## config.mk

```make
export PLATFORM = sky130hd
export DESIGN_NAME = hd_clkgate_seq
export DESIGN_NICKNAME = d
export VERILOG_FILES = /design/src/rtl/hd_clkseq_pkg.sv /design/src/rtl/hd_rr_pick.sv /design/src/rtl/hd_clkgate_seq.sv
export SDC_FILE = /design/constraint.sdc
export NUM_CORES = 1
export LEC_CHECK = 0
export CORE_MARGIN = 10
export CORE_UTILIZATION = 60
export CTS_CLUSTER_DIAMETER = 120
export CTS_CLUSTER_SIZE = 24
export DETAILED_ROUTE_END_ITERATION = 6
export DONT_BUFFER_PORTS = 1
export PLACE_DENSITY_LB_ADDON = 0.05
export SLEW_MARGIN = 25
export SYNTH_ARGS = -nofsm -noshare
export SYNTH_HDL_FRONTEND = slang
export SYNTH_SLANG_ARGS = --single-unit
```

## constraint.sdc

```tcl
create_clock -name CK -period 2.25 [get_ports CK]
set_input_delay 0.3375 -clock CK [delete_from_list [all_inputs] [get_ports CK]]
set_output_delay 0.3375 -clock CK [all_outputs]
set_load 0.02 [all_outputs]
```

## src/rtl/hd_clkseq_pkg.sv

```systemverilog
// rtl/hd_clkseq_pkg.sv - shared types, widths and legality check for the clock-gate sequencer
package hd_clkseq_pkg;

   // ST_ prefix keeps the state names clear of the SETTLE/STAGGER parameters
   typedef enum logic [1:0] {ST_IDLE, ST_SETTLE, ST_GAP} state_t;

   function automatic int cnt_w(input int stagger);
      return $clog2(stagger + 1);
   endfunction

   function automatic int idx_w(input int n);
      return (n > 1) ? $clog2(n) : 1;
   endfunction

   function automatic bit params_ok(input int n, input int stagger, input int settle);
      return (n >= 1) && (n <= 16) && (settle >= 1) && (stagger >= settle);
   endfunction

endpackage

```

## src/rtl/hd_rr_pick.sv

```systemverilog
// rtl/hd_rr_pick.sv - combinational cyclic first-set picker starting at ptr
module hd_rr_pick #(
   parameter int N  = 4,
   parameter int PW = 2
) (
   input  logic [N-1:0]  vec,
   input  logic [PW-1:0] ptr,
   output logic [PW-1:0] idx,
   output logic          valid
);

   logic [PW-1:0] hi_idx, lo_idx;
   logic          hi_vld, lo_vld;

   // Descending scan: the last hit is the lowest index, both overall and at/after ptr
   always_comb begin
      hi_idx = '0;
      lo_idx = '0;
      hi_vld = 1'b0;
      lo_vld = 1'b0;
      for (int j = N - 1; j >= 0; j--) begin
         if (vec[j]) begin
            lo_idx = PW'(j);
            lo_vld = 1'b1;
            if (j >= int'(ptr)) begin
               hi_idx = PW'(j);
               hi_vld = 1'b1;
            end
         end
      end
      valid = lo_vld;
      idx   = hi_vld ? hi_idx : lo_idx;
   end

endmodule

```

## src/rtl/hd_clkgate_seq.sv

```systemverilog
// rtl/hd_clkgate_seq.sv - staggered round-robin clock-gate enable sequencer
module hd_clkgate_seq
   import hd_clkseq_pkg::*;
#(
   parameter int N       = 4,
   parameter int STAGGER = 8,
   parameter int SETTLE  = 2
) (
   input  logic         CK,
   input  logic         RST,
   input  logic [N-1:0] REQ,
   output logic [N-1:0] EN,
   output logic [N-1:0] ACK,
   output logic         BUSY
);

   localparam int CW = cnt_w(STAGGER);
   localparam int PW = idx_w(N);

   if (!params_ok(N, STAGGER, SETTLE)) begin : g_param_check
      $error("hd_clkgate_seq: illegal N/STAGGER/SETTLE combination");
   end

   state_t        state, state_nx;
   logic [CW-1:0] cnt, cnt_nx;
   logic [PW-1:0] ptr, ptr_nx, cur, cur_nx, pick_idx;
   logic [N-1:0]  en_nx, ack_nx, pend;
   logic          pick_vld, done;

   assign pend = REQ ^ EN;
   assign BUSY = (state != ST_IDLE);

   hd_rr_pick #(.N(N), .PW(PW)) u_pick (
      .vec   (pend),
      .ptr   (ptr),
      .idx   (pick_idx),
      .valid (pick_vld)
   );

   always_comb begin
      state_nx = state;
      cnt_nx   = cnt;
      ptr_nx   = ptr;
      cur_nx   = cur;
      en_nx    = EN;
      ack_nx   = ACK;
      done     = 1'b0;
      case (state)
         ST_IDLE: done = 1'b1;
         ST_SETTLE: begin
            if (cnt == CW'(SETTLE)) begin
               ack_nx[cur] = EN[cur];
               if (STAGGER > SETTLE) begin
                  state_nx = ST_GAP;
                  cnt_nx   = cnt + 1'b1;
               end else begin
                  done = 1'b1;
               end
            end else begin
               cnt_nx = cnt + 1'b1;
            end
         end
         ST_GAP: begin
            if (cnt == CW'(STAGGER)) done = 1'b1;
            else                     cnt_nx = cnt + 1'b1;
         end
         default: done = 1'b1;
      endcase
      // The edge that ends a window may itself grant, so back-to-back grants sit exactly STAGGER apart
      if (done) begin
         state_nx = ST_IDLE;
         cnt_nx   = '0;
         if (pick_vld) begin
            en_nx[pick_idx] = ~EN[pick_idx];
            cur_nx          = pick_idx;
            cnt_nx          = CW'(1);
            ptr_nx          = (pick_idx == PW'(N - 1)) ? '0 : pick_idx + 1'b1;
            state_nx        = ST_SETTLE;
         end
      end
   end

   always_ff @(posedge CK) begin
      if (RST) begin
         state <= ST_IDLE;
         cnt   <= '0;
         ptr   <= '0;
         cur   <= '0;
         EN    <= '0;
         ACK   <= '0;
      end else begin
         state <= state_nx;
         cnt   <= cnt_nx;
         ptr   <= ptr_nx;
         cur   <= cur_nx;
         EN    <= en_nx;
         ACK   <= ack_nx;
      end
   end

endmodule

```

==> key figures <==
Outcome
  • Status: completed

Final layout
  • Area growth syn-to-layout: 8.80%
  • Filler cells: 136
  • Layout cells sized above 1: 15.7%
  • Final design utilization: 69.0%
  • Nets: 125
  • Diodes inserted: 0

Critical path
  • Chain of cells forming the critical path: inv_1, ha_1, nor2b_2, a31oi_2, a2111o_1, a211oi_2, mux2_1
  • Crit-path max cell delay: 0.46 ns
  • Slowest cell on the critical path: a2111o_1
  • Crit end category: flip-flop
  • CP arrival: 2.28 ns
  • Required @ worst endpoint: 2.45 ns
  • Crit path kind: flip-flop to flip-flop
  • CP startpoint kind: flip-flop
  • Critical path fanouts, max: 4
  • R2r setup slk: 0.17 ns

Global route
  • Largest net degree at the start of global routing: 22
  • First-pass GRT wire length: 3130 um
  • Gr ovfl total: 0
  • M1 GR Usage: 11.4%
  • Initial antenna violation count: 0
  • GRT Overall Usage: 11.3%
  • Global routing usage on met2: 17.9%
  • Met3 global-route usage: 5.30%
  • GR peak layer: met2
  • Vias in the first global route: 742

Synth
  • Mapped Area: 967 sq um
  • Post-Synth Simple-Gate Area: 21.6%
  • Fraction of the yosys area taken by sequential cells: 37.3%
  • Largest family of logic cells by synthesized area: simple AND/OR/NAND/NOR gates
  • Adder-Cell Fraction of Synth Area: 3.88%
  • Mux contribution to synthesized area: 6.60%
  • Post-Synthesis Cells: 109
  • Synth Register Bits: 18
  • Dominant synthesized flop cell: dfxtp_1
  • Syn Area/Cell: 8.87 sq um
  • Post-synth EDFFs: 0
  • Synth warn: 0
  • Distinct cells, synth: 39
  • Syn Nets: 118
  • Post-synthesis compound-gate area fraction: 17.9%
  • Synth Area in XOR/XNOR: 9.70%
  • Async SR Flop Fraction: 0%

Placed design
  • Port bufs: 0
  • RePlAce Congestion: 0.816
  • DP Wirelength: 1510 um

Power
  • Int Pwr: 733 uW
  • Net Sw Power: 500 uW
  • Sequential power share: 38.3%
  • Combinational power share: 45.2%
  • Worst VDD drop: 0.896 mV
  • Net Sw Frac: 40.6%
  • P_leak: 0.407 nW
  • Clock share of power: 16.5%
  • PD cells: 1170 nW/um^2

STA
  • Skew final: 0.00525 ns
  • Slew at the pin closest to its max-slew limit: 0.382 ns
  • # setup viols final: 0
  • Rel. slew slack: 74.3%
  • TNS Setup: 0 ns
  • Final worst-path cycle share: 92.5%
  • Top achievable clock speed: 0.481 GHz
  • Max-slew violations: 0
  • Post-route minimum period: 2.08 ns
  • RSZ-0062 raised after global routing: false
  • Final hold vios: 0

Die
  • Initial Utilization: 63.5%
  • Core footprint: 1520 sq um
  • I/O pin cnt: 15
  • Height of the die: 60.2 um
  • Die ar.: 3620 sq um
  • Die Width: 60.2 um
  • Row cnt: 14

Clock tree
  • Hold buffer count at CTS: 0
  • Post-CTS Setup Repair Bufs: 0
  • Clk_lat worst skew: 0.30 ns
  • CTS H-Tree Depth: 1
  • CTS tree: done
  • Clock tree buffer depth: 2
  • Worst-path clk slew: 0.11 ns
  • TritonCTS sink count: 18
  • PostCTS Resize Cnt: 0
  • Cts bufs inserted: 3
  • Clk root buf: clkbuf_4

Routing
  • # DRC: 0
  • 1st-pass router iterations: 2
  • Routed wire length: 1920 um
  • Number of DRC markers in iteration 0: 5
  • ANT nets after route: 0
  • Via Count: 769
  • Vias/cell: 5.87
  • Wire per inst: 14.7 um

Worst hold path
  • Hold WC Path Type: input pin to flip-flop

Run
  • Max-cap violations: 0
## logic make-up (layout without fill, tap and decap cells)
group	after synthesis	after routing
AOI/OAI and AO/OA	24	24
xor gates and xnor gates	9	9
adders and majority gates	3	3
buffers and inverters	8	14
DFF	18	18
muxes	6	6
and+or+nand+nor	41	41
## stage by stage
| step | power [mW] | worst slack (ns) | area, sq um | std cells | hold WS, ns |
|---|---|---|---|---|---|
| floorplan | 0.896 | 0.245 | 967 | 109 | 0.482 |
| global placement | 1.02 | 0.185 | 1010 | 127 | 0.410 |
| detailed placement | 1.04 | 0.103 | 1010 | 127 | 0.412 |
| CTS | 1.24 | 0.0807 | 1050 | 131 | 0.0788 |
| global route | 1.32 | 0.0623 | 1050 | 131 | 0.0695 |
| finish | 1.23 | 0.169 | 1050 | 131 | 0.0859 |
## layout by cell type, fill, tap and decap left out, types with 2 or more instances in the layout
| cell type | netlist | final |
|---|---|---|
| nand2_1 | 6 | 6 |
| mux2i_1 | 3 | 3 |
| clkbuf_4 | 0 | 3 |
| nand3_1 | 2 | 2 |
| ha_1 | 3 | 3 |
| mux2_1 | 3 | 3 |
| buf_4 | 0 | 5 |
| nor3_1 | 3 | 3 |
| nor3b_1 | 2 | 2 |
| a21oi_1 | 8 | 8 |
| nor2b_1 | 4 | 3 |
| or2_2 | 2 | 2 |
| o21ai_1 | 2 | 2 |
| xor2_1 | 3 | 3 |
| dfxtp_1 | 18 | 18 |
| o221ai_1 | 2 | 2 |
| inv_1 | 5 | 5 |
| nor2_1 | 15 | 15 |
| nand2b_1 | 2 | 2 |
| xnor2_1 | 4 | 4 |
## per-layer routing
metal / vias up / routed length (um)
li1: 396 / -
met1: 350 / 806
met2: 16 / 904
met3: 7 / 156
met4: 0 / 52
met5: - / 0
## Yosys cell counts, types with 3 or more instances
cell type  count  area [sq um]
dfxtp_1       18           360
nor2_1        15          56.3
a21oi_1        8          40.0
nand2_1        6          22.5
inv_1          5          18.8
nor2b_1        4          25.0
xnor2_1        4          35.0
ha_1           3          37.5
mux2_1         3          33.8
mux2i_1        3          30.0
nor3_1         3          15.0
xor2_1         3          26.3
## power groups by stage
stage / Combinational (mW) / Sequential (mW) / Clock (mW)
3_3_place_gp: 0.547 / 0.476 / 0
5_1_grt: 0.613 / 0.484 / 0.224
4_1_cts: 0.561 / 0.472 / 0.211
6_report: 0.557 / 0.473 / 0.204
2_1_floorplan: 0.384 / 0.512 / 0
3_5_place_dp: 0.560 / 0.479 / 0
## flip-flops by register name, indices dropped and copies added, names as in the netlist
name   count
state      2
ptr        2
cur        2
EN         4
ACK        4
cnt        4
## cell type report
class / instances / area, sq um / area share, %
multi-input cells: 83 / 579 / 55.1
flip-flops and latches: 18 / 360 / 34.2
repair buffers: 5 / 37.5 / 3.57
clock buffers: 4 / 36.3 / 3.45
well taps: 16 / 20.0 / 1.90
inverters: 5 / 18.8 / 1.78
## worst paths after layout
path,cells after the start,to,from
worst max-delay path,7,EN[3]$_SDFFE_PP0P_,cnt[0]$_SDFFE_PP0P_
worst min-delay path,1,cur[0]$_SDFFE_PP0P_,RST
worst max register to register,7,EN[3]$_SDFFE_PP0P_,cnt[0]$_SDFFE_PP0P_
worst min register to register,2,cur[0]$_SDFFE_PP0P_,cur[0]$_SDFFE_PP0P_
## critical path: cells and delay by family, from the launching register on
family / cells / cell delay, ns
compound gates: 3 / 0.84
flops: 1 / 0.34
mux: 1 / 0.34
simple gates: 1 / 0.20
fa+ha+maj: 1 / 0.15
buf+inv: 1 / 0.11
Power figures use the tool's default switching activity.
